[config.mk]
export PLATFORM = sky130hd
export DESIGN_NAME = decoder_sweep
export DESIGN_NICKNAME = d
export VERILOG_FILES = /design/src/rtl/decoder_sweep.sv
export SDC_FILE = /design/constraint.sdc
export NUM_CORES = 1
export LEC_CHECK = 0
export CORE_AREA = 2 2 39 41
export CTS_CLUSTER_DIAMETER = 40
export DETAILED_ROUTE_END_ITERATION = 8
export DIE_AREA = 0 0 41 43
export GPL_ROUTABILITY_DRIVEN = 1
export SLEW_MARGIN = 20
export SYNTH_ARGS = -nofsm -noshare
export SYNTH_HDL_FRONTEND = slang
export SYNTH_SLANG_ARGS = --single-unit
[constraint.sdc]
create_clock -name clk -period 1.7 [get_ports clk]
set_input_delay 0.34 -clock clk [delete_from_list [all_inputs] [get_ports clk]]
set_output_delay 0.34 -clock clk [all_outputs]
set_load 0.01 [all_outputs]
[src/rtl/decoder_sweep.sv]
// decoder_sweep: registered one-hot decoder with an optional sweep mode.
//
// A single request (in_mode=0) decodes in_sel onto dec_out one cycle after
// it is accepted. A sweep request (in_mode=1) walks every code once. It
// starts at in_sel, increments modulo 2**SEL_W, and pulses sweep_done with
// the final code.
//
// Configuration macro: DECODER_SWEEP_EN
//    defined   -> SWEEP state, sweep counter and sweep_done are built
//    undefined -> in_mode is ignored, every accept is a single decode,
//                 busy and sweep_done are tied low
//
// Ports:
//    clk         sole clock, rising edge
//    rst         synchronous active-high reset (priority over en/in_valid)
//    en          global enable; low zeroes the outputs and freezes state
//    in_valid    request present
//    in_ready    combinational accept qualifier: en & !rst & idle
//    in_sel      code to decode, or sweep start code
//    in_mode     0 = single decode, 1 = sweep
//    dec_out     registered one-hot decode
//    out_valid   registered, high on the cycle a new code appears
//    busy        registered, high while sweeping
//    sweep_done  registered, pulses with the final sweep code
module decoder_sweep #(
   parameter int unsigned SEL_W = 3
) (
   input  logic                    clk,
   input  logic                    rst,
   input  logic                    en,
   input  logic                    in_valid,
   output logic                    in_ready,
   input  logic [SEL_W-1:0]        in_sel,
   input  logic                    in_mode,
   output logic [(2**SEL_W)-1:0]   dec_out,
   output logic                    out_valid,
   output logic                    busy,
   output logic                    sweep_done
);

   localparam int unsigned OUT_W = 2**SEL_W;

`ifdef DECODER_SWEEP_EN

   localparam int unsigned CNT_W = SEL_W + 1;
   // The counter is one bit wider than the code so it can count all OUT_W codes.
   localparam logic [CNT_W-1:0] LAST = CNT_W'(OUT_W);

   typedef enum logic {IDLE, SWEEP} state_t;

   state_t             state;
   logic [CNT_W-1:0]   cnt;       // codes emitted so far in this sweep
   logic [SEL_W-1:0]   cur;       // next code to emit
   logic               busy_q;
   logic               done_q;

   assign in_ready   = en & ~rst & (state == IDLE);
   assign busy       = busy_q;
   assign sweep_done = done_q;

   // Control FSM and registered outputs.
   always_ff @(posedge clk) begin
      if (rst) begin
         state     <= IDLE;
         cnt       <= '0;
         cur       <= '0;
         dec_out   <= '0;
         out_valid <= 1'b0;
         busy_q    <= 1'b0;
         done_q    <= 1'b0;
      end else if (!en) begin
         // Outputs go inactive; state, cnt and cur hold so the sweep resumes cleanly.
         dec_out   <= '0;
         out_valid <= 1'b0;
         done_q    <= 1'b0;
      end else begin
         out_valid <= 1'b0;
         done_q    <= 1'b0;
         case (state)
            IDLE: begin
               if (in_valid) begin
                  dec_out   <= OUT_W'(1) << in_sel;
                  out_valid <= 1'b1;
                  if (in_mode) begin
                     // The first sweep code is emitted together with the accept.
                     state  <= SWEEP;
                     busy_q <= 1'b1;
                     cnt    <= CNT_W'(1);
                     cur    <= in_sel + SEL_W'(1);
                  end
               end
            end
            SWEEP: begin
               if (cnt == LAST) begin
                  // Last code already shown; dec_out keeps it.
                  state  <= IDLE;
                  busy_q <= 1'b0;
                  cnt    <= '0;
               end else begin
                  dec_out   <= OUT_W'(1) << cur;
                  out_valid <= 1'b1;
                  cur       <= cur + SEL_W'(1);
                  cnt       <= cnt + CNT_W'(1);
                  done_q    <= (cnt == LAST - CNT_W'(1));
               end
            end
            default: state <= IDLE;
         endcase
      end
   end

`else

   logic unused_mode;
   assign unused_mode = in_mode;

   assign in_ready   = en & ~rst;
   assign busy       = 1'b0;
   assign sweep_done = 1'b0;

   // Single-decode only.
   always_ff @(posedge clk) begin
      if (rst) begin
         dec_out   <= '0;
         out_valid <= 1'b0;
      end else if (!en) begin
         dec_out   <= '0;
         out_valid <= 1'b0;
      end else begin
         out_valid <= 1'b0;
         if (in_valid) begin
            dec_out   <= OUT_W'(1) << in_sel;
            out_valid <= 1'b1;
         end
      end
   end

`endif

endmodule

# Word level (Yosys, flattened, before mapping)
# Cells that the tools add are included.
[totals] word_cells=8 reg_bits=9 input_bits=8 out_inout_bits=12
[op_classes] n_shift=1 reduce_logical=1 bitwise_logic=3 n_mux=1
[op_table] operator="$shl 1x3->8 const A" count=1
[op_table] operator="$not 1->1" count=2
[op_table] operator="$reduce_or 2->1" count=1
[op_table] operator="$and 1x1->1" count=1
[op_table] operator="$mux 1" count=1

# Longest topological paths before layout
# Gate-level depths: netlist of run 1.
[logic_depth] depth_word=2 depth_mapped=3 ltp_nobuf=2

# Worst setup path before layout of run 1
# OpenSTA, ideal clock, no wires.
[synth_path] kind="in2out" startpoint="input rst" endpoint="output in_ready" stages=3 arrival_time_ns=0.766 required_ns=1.360 setup_slack_ns=0.594 path_buffers=1 path_cell_list="nand2b_1 -> clkbuf_1 -> inv_2"
[synth_between] elab_chain_cells=2
[synth_rtl] item="start, declared" line="29" text="input logic rst,"
[synth_rtl] item="$not 1->1" line="117" text="assign in_ready = en & ~rst;"
[synth_rtl] item="$and 1x1->1" line="117"
[synth_rtl] item="end, declared" line="32" text="output logic in_ready,"
# Every way passes these cells.

# Worst setup path in the final report of run 1
# Same ends and word-level chain as after synthesis.

==> results.txt, run 1 <==
* Library cell contributing the largest single delay on the critical path: clkdlybuf4s50_1
* Maximum level of the CTS H-tree: 1
* Total die area: 1760 um2
- The layout has 151 filler cells.
- Fin crit period: 1.55 ns
- Worst R2R Setup Slack: 1.10 ns
* Highest clock rate: 645 MHz
* Number of antenna violations at the first check in global routing: 0
* Vias in the first global route: 296
- Clock-pin slew was measured on the worst setup and hold paths at 0.06 ns.
- The cell sitting at the root of the clock tree is a clkbuf_4.
- List of cells traversed by the critical path: clkdlybuf4s50_1 -> nand2b_1 -> inv_2 -> dlygate4sd2_1
- STA classifies the critical path startpoint as an input pin.
- Clock latency on the worst-skew pair, taken at its later pin, is 0.26 ns.
- Post-synth EDFFs: 0
- At the worst endpoint, the arrival time is 1.21 ns.
- Via count: 346
* TritonRoute pass-1 iters: 3
- In this run the worst path has a maximum fanout of 2.
- Die outline width: 41 um
- Across every metal layer, demand over resource in global routing totals 10.2%.
- For this block, the initial DRC count from the detailed router was 1.
- Routability-driven placement finished with a final weighted congestion of 0.669.
- STA classifies the critical path endpoint as an output port.
- Initial standard-cell utilization of the core: 28.3%
- Buffers inserted during clock tree synthesis total 3.
* Remaining DRCs: 0
- Seq cells post-synth: 9
- Clock tree synthesis found a total of 9 sinks.
* Setup repair after global routing missed its margin: false
* Number of slew-limit violations in the final report: 0
- Tightest hold margin: 0.468 ns
- After legalization and detailed placement, the total HPWL measured 571 um.
* Synth top cells by count: dfxtp_1, nand2b_1, a21oi_1
- CTS tree: yes
* Highest cell delay on the worst timing path: 0.44 ns
- Number of endpoints with negative hold slack in the final report: 0
- During placement, the flow inserted port buffers numbering 16.
- N_diodes: 0
* Power density relative to cell area: 716 nW/um2
- Area fraction of the dominant cell type after synthesis: 46.0%
- Most frequently used flop master after synthesis: dfxtp_1
- After global routing the overflow that remains totals 0.
- Register area share after synthesis: 46.0%
- The min-delay analysis places its worst path in the category flop to flop.
- Area growth syn-to-layout: 56.9%
* Number of setup violations in the final report: 0
- Counting distinct cell types in the post-synthesis netlist gives 13.
* YS warnings: 0
- Dividing the detail-routed wire length by the instance count gives 10.3 um.
- No sink is reached through more buffers than the 2 on the longest clock path.
* Number of top-level pins: 20
* Max-cap violations: 0
- Main area contributors after synthesis: dfxtp_1, nand2b_1, a21oi_1
* Number of buffers inserted for hold repair after clock tree synthesis: 0
- IR Drop Worst-Case VDD: 0.000261 V
- Synth async-reset ratio: 0%
- Synthesis produced a netlist whose cell count is 42.
- Largest area contributor in the netlist: dfxtp_1
- Post-CTS Setup Inserts: 0
- Summed over all layers, the routed wires come to 820 um.
* Number of cell rows: 14
- Each instance of the synthesized netlist takes up on average 9.32 um2.
* Largest net degree at the start of global routing: 17
* Part of the cycle the worst path needs: 91.2%
* TNS Setup: 0 ns
- Layout cell share with drive strength beyond 1: 15.6%
- For this design the static power due to leakage is 0.220 nW.
- Die height: 43 um
- Total number of nets in the final design: 73
* Worst clock skew on the final layout: 0 ns
- Netlist area before placement: 392 um2
- WS Path Type: input pin to output port
* First-pass GRT wire length: 1200 um
- Number of vias per cell after detailed routing: 4.33
- Data required time at the worst endpoint: 1.36 ns
- Status: completed
* Area of the core region: 1380 um2
- Number of antenna-violating nets in the routed design: 0
[flip-flops by register name, summed over array words and instances (netlist names)]
register   flops
out_valid      1
dec_out        8
[layout make-up]
type / instances / area, um2 / area share [%]
Clock buffer: 4 / 26.3 / 4.28
Multi-Input combinational cell: 28 / 184 / 29.9
Inverter: 2 / 7.51 / 1.22
Tap cell: 16 / 20.0 / 3.26
Timing Repair Buffer: 21 / 196 / 32.0
Sequential cell: 9 / 180 / 29.3
[routing by layer]
metal,up-vias,GRT usage (%),share of wire [%]
met5,-,0,0
li1,186,-,-
met3,0,1.57,8.3
met2,12,12.5,46
met1,148,13.9,46
met4,0,10.0,0
[placed cells by master, fill, tap and decap left out, drive strengths merged]
cell type | synthesis | layout
dlygate4sd2 | 0 | 1
nand4b | 3 | 3
or4b | 1 | 1
nand4bb | 3 | 3
a21oi | 8 | 8
nand2b | 9 | 9
clkbuf | 1 | 4
nand4 | 1 | 1
inv | 2 | 2
conb | 1 | 2
dfxtp | 9 | 9
nor2 | 1 | 1
buf | 3 | 5
clkdlybuf4s50 | 0 | 15
[critical path: cells and delay by family]
family,cells,cell delay (ns)
simple gates,1,0.13
buf+inv,3,0.74
[cells by family after synthesis]
| group | count (synthesis) | synth area share, % |
|---|---|---|
| AND/OR/NAND/NOR | 18 | 34.8 |
| flip-flops | 9 | 46.0 |
| AO/OA/AOI/OAI | 8 | 10.2 |
| buffers and inverters | 6 | 7.98 |
| other | 1 | 0.958 |
[power breakdown]
part | switching, W | total [W] | internal [W] | leakage (nW)
Combinational | 0.0000254 | 0.0000613 | 0.0000359 | 0.132
Sequential | 0.00000123 | 0.000215 | 0.000214 | 0.0728
Clock | 0.0000727 | 0.000163 | 0.0000903 | 0.0150
Total | 0.0000993 | 0.000440 | 0.000340 | 0.220
[path summary, 6_finish.rpt]
check                          start                      end  cells past startpoint
max                              rst                 in_ready                      4
min          dec_out[0]$_SDFFE_PP0P_  dec_out[0]$_SDFFE_PP0P_                      2
max reg2reg  dec_out[6]$_SDFFE_PP0P_  dec_out[6]$_SDFFE_PP0P_                      2
min reg2reg  dec_out[0]$_SDFFE_PP0P_  dec_out[0]$_SDFFE_PP0P_                      2
[per-stage QoR]
step	util (%)	setup WS, ns	instance area, um2	std cells	total power, W
after floorplan	-	0.594	395	43	0.000246
after global placement	42.6	-0.0937	589	76	0.000282
after global routing	44.4	0.0928	614	80	0.000459
final	44.4	0.150	614	80	0.000440
after CTS	44.4	0.147	614	80	0.000451
after detailed placement	42.6	-0.0985	589	76	0.000283
[timing repair]
| item | CTS | global route |
|---|---|---|
| endpoints found under the hold margin | 0 | 0 |
| setup endpoints to repair | 1 | 0 |
| resized for setup | 1 | 0 |
Note: power is estimated with default switching activity, not from simulation.
==> inputs of run 2 (changes only) <==
--- a/config.mk
+++ b/config.mk
@@ -10,6 +10,7 @@
 export DETAILED_ROUTE_END_ITERATION = 8
 export DIE_AREA = 0 0 41 43
 export GPL_ROUTABILITY_DRIVEN = 1
+export PLACE_DENSITY_LB_ADDON = 0.12
 export SLEW_MARGIN = 20
 export SYNTH_ARGS = -nofsm -noshare
 export SYNTH_HDL_FRONTEND = slang
==> results.txt, run 2 (synthesis gave the netlist of run 1 again) <==
- The critical path starts at rst.
- Critical Path Stages: 4 (unchanged)
- The net count of the finished layout is 73 (unchanged).
- Maximum level of the CTS H-tree: 1 (unchanged)
* Area growth syn-to-layout: 56.9% (unchanged)
* CP Data Arrival Time: 1.23 ns (+0.02 ns)
- Counting flops per register, the top entry is dec_out.
- Most common cell after layout, fill and taps aside: clkdlybuf4s50_1
- The number of setup violations in the final report came to 0 (unchanged).
- The clock latency reported for the late side of the worst-skew pair was 0.25 ns (about the same).
- Capturing instance or port of the critical path: in_ready
- Setup repair after global routing missed its margin: false
* Total clock buffers created by CTS: 3 (unchanged)
- The number of antenna violations at the first check in global routing was 0 (unchanged).
- Max-cap violations: 0 (unchanged)
- The total power divided by cell area came to 715 nW/um2 (about the same).
- Placed instance area: 589 um2 (unchanged)
* Fin crit period: 1.57 ns (+0.0163 ns)
- The data required time at the worst endpoint was 1.36 ns (about the same).
- The routed wire length is 801 um (-2.3%).
* Number of top-level pins: 20 (unchanged)
- The total track usage was 10.8% (+0.65 points).
- The number of cell instances on the worst register-to-register path was 2 (unchanged).
- Number of slew-limit violations in the final report: 0 (unchanged)
- Highest cell delay on the worst timing path: 0.44 ns (about the same)
* Area of the core region: 1380 um2 (unchanged)
- The chip height is 43 um (unchanged).
- Die outline width: 41 um (unchanged)
- TNS Setup: 0 ns (unchanged)
- Layout cell share with drive strength beyond 1: 15.6% (unchanged)
- The flip-flop count of the largest register after layout was 8 (unchanged).
* Placed wire-length estimate: 586 um (+2.5%)
- The count of inserted antenna diode cells came to 0 (unchanged).
- The largest clock skew in the final design is 0 ns (unchanged).
- STA classifies the critical path startpoint as an input pin.
* Number of vias per cell after detailed routing: 4.48 (+3.5%)
- The area of the die was 1760 um2 (unchanged).
* Number of DRC markers after the initial detailed-route iteration: 2 (+1)
* Number of endpoints with negative hold slack in the final report: 0 (unchanged)
* Status: completed
- Number of antenna-violating nets in the routed design: 0 (unchanged)
* Number of buffers on the longest clock path: 2 (unchanged)
- The routed via count came to 358 (+3.5%).
- Top Registers: dec_out: 8 flops, out_valid: 1 flops
* First-pass GRT wire length: 1280 um (+6.3%)
- Static Leak: 0.220 nW (unchanged)
- The wire length per cell was 10.0 um (-2.3%).
- In this run the critical register-to-register path is launched from dec_out[0]$_SDFFE_PP0P_.
* List of cells traversed by the critical path: clkdlybuf4s50_1 -> nand2b_1 -> inv_2 -> dlygate4sd2_1
- WS Path Type: input pin to output port
* Vias in the first global route: 317 (+7.1%)
- Most used cells in the layout excluding fill and tap cells: clkdlybuf4s50_1, nand2b_1, dfxtp_1
* Largest net degree at the start of global routing: 17 (unchanged)
- Part of the cycle the worst path needs: 92.1% (+0.96 points)
- Total number of clock tree sinks: 9 (unchanged)
- The number of buffers added on ports came to 16 (unchanged).
- Initial standard-cell utilization of the core: 28.3% (unchanged)
- Crit path max-delay family: buffers and inverters
- Highest clock rate: 639 MHz (-1.0%)
- The peak ir drop on the vdd network is 0.000380 V (+46%).
* Total Power: 0.000440 W (about the same)
- Library cell contributing the largest single delay on the critical path: clkdlybuf4s50_1
* Post-CTS Setup Inserts: 0 (unchanged)
* Worst R2R Setup Slack: 1.11 ns (about the same)
- The clock-pin slew on the worst setup and hold paths was 0.06 ns (about the same).
* Worst-path maximum fanout: 2 (unchanged)
- Number of cell rows: 14 (unchanged)
- Destination of the worst register-to-register timing path: dec_out[0]$_SDFFE_PP0P_
* Total global routing overflow: 0 (unchanged)
- The final routed DRC violation total is 0 (unchanged).
- The final instance area was 614 um2 (unchanged).
* CTS tree: yes
- STA classifies the critical path endpoint as an output port.
- The final weighted congestion of routability-driven global placement is 0.678 (+1.4%).
- TritonRoute pass-1 iters: 3 (unchanged)
* Buffers and inverters on the worst path: 3 (unchanged)
- Tightest Hold Check Type: flop to flop
- CTS placed an instance of clkbuf_4 at the clock tree root.
run 2: cell counts in the layout (fill, tap and decap cells not counted):
Identical to the previous run, type by type.
run 2: layer usage:
layer,GRT usage [%],vias to the layer above,part of all wire (%)
li1,-,184,-
met1,14.7,162,45
met2,14.7,12,49
met3,4.71,0,5.7
met4,4.00,0,0
met5,0,-,0
run 2: stage by stage:
stage | utilization, % | hold slack, ns | setup WS, ns | std cells
after floorplan | - | 0.493 | 0.594 | 43
after global placement | 42.6 | 0.460 | -0.128 | 76
after detailed placement | 42.6 | 0.463 | -0.125 | 76
after CTS | 44.4 | 0.474 | 0.121 | 80
after global routing | 44.4 | 0.498 | 0.0986 | 80
final | 44.4 | 0.470 | 0.134 | 80
run 2: worst register-to-register path: cells and delay by family, from the launching register on:
| kind | cells | cell delay [ns] |
|---|---|---|
| AO/OA/AOI/OAI | 1 | 0.14 |
| flip-flops | 1 | 0.33 |
| AND/OR/NAND/NOR | 1 | 0.06 |
run 2: how the worst min path moves through the flow:
stage / depth (start not counted) / slack, ns / from / endpoint
after floorplan: 2 / 0.49 / dec_out[2]$_SDFFE_PP0P_ / dec_out[2]$_SDFFE_PP0P_
after detailed placement: 2 / 0.46 / dec_out[7]$_SDFFE_PP0P_ / dec_out[7]$_SDFFE_PP0P_
after global routing: 2 / 0.50 / dec_out[5]$_SDFFE_PP0P_ / dec_out[5]$_SDFFE_PP0P_
after global placement: 2 / 0.46 / dec_out[6]$_SDFFE_PP0P_ / dec_out[6]$_SDFFE_PP0P_
final: 2 / 0.47 / dec_out[3]$_SDFFE_PP0P_ / dec_out[3]$_SDFFE_PP0P_
after CTS: 2 / 0.47 / dec_out[7]$_SDFFE_PP0P_ / dec_out[7]$_SDFFE_PP0P_
run 2: where the power goes:
group | switching [W] | total, W | internal [W]
Sequential | 0.00000123 | 0.000215 | 0.000214
Combinational | 0.0000256 | 0.0000616 | 0.0000359
Clock | 0.0000724 | 0.000163 | 0.0000903
run 2: repair_timing:
action,4_1_cts,5_1_grt
endpoints found under the setup margin,1,0
gates resized for setup,1,0
hold buffers,0,0
run 2: area by class of cell:
cell class / instances / area [um2]
Multi-Input combinational cell: 28 / 184
Tap cell: 16 / 20.0
Inverter: 2 / 7.51
Fill cell: 157 / 769
Clock buffer: 4 / 26.3
Sequential cell: 9 / 180
Timing Repair Buffer: 21 / 196
==> inputs of run 3 (changes only) <==
--- a/config.mk
+++ b/config.mk
@@ -10,6 +10,8 @@
 export DETAILED_ROUTE_END_ITERATION = 8
 export DIE_AREA = 0 0 41 43
 export GPL_ROUTABILITY_DRIVEN = 1
+export HOLD_SLACK_MARGIN = 0.15
+export MAX_ROUTING_LAYER = met4
 export PLACE_DENSITY_LB_ADDON = 0.12
 export SLEW_MARGIN = 20
 export SYNTH_ARGS = -nofsm -noshare
==> results of run 3 <==
Same layout as run 2: the final DEF is identical, and so are final timing and power.
Among the figures that moved: final weighted congestion in routability-driven placement 0.678 -> 0.685; overall routing resource usage 10.8% -> 11.1%
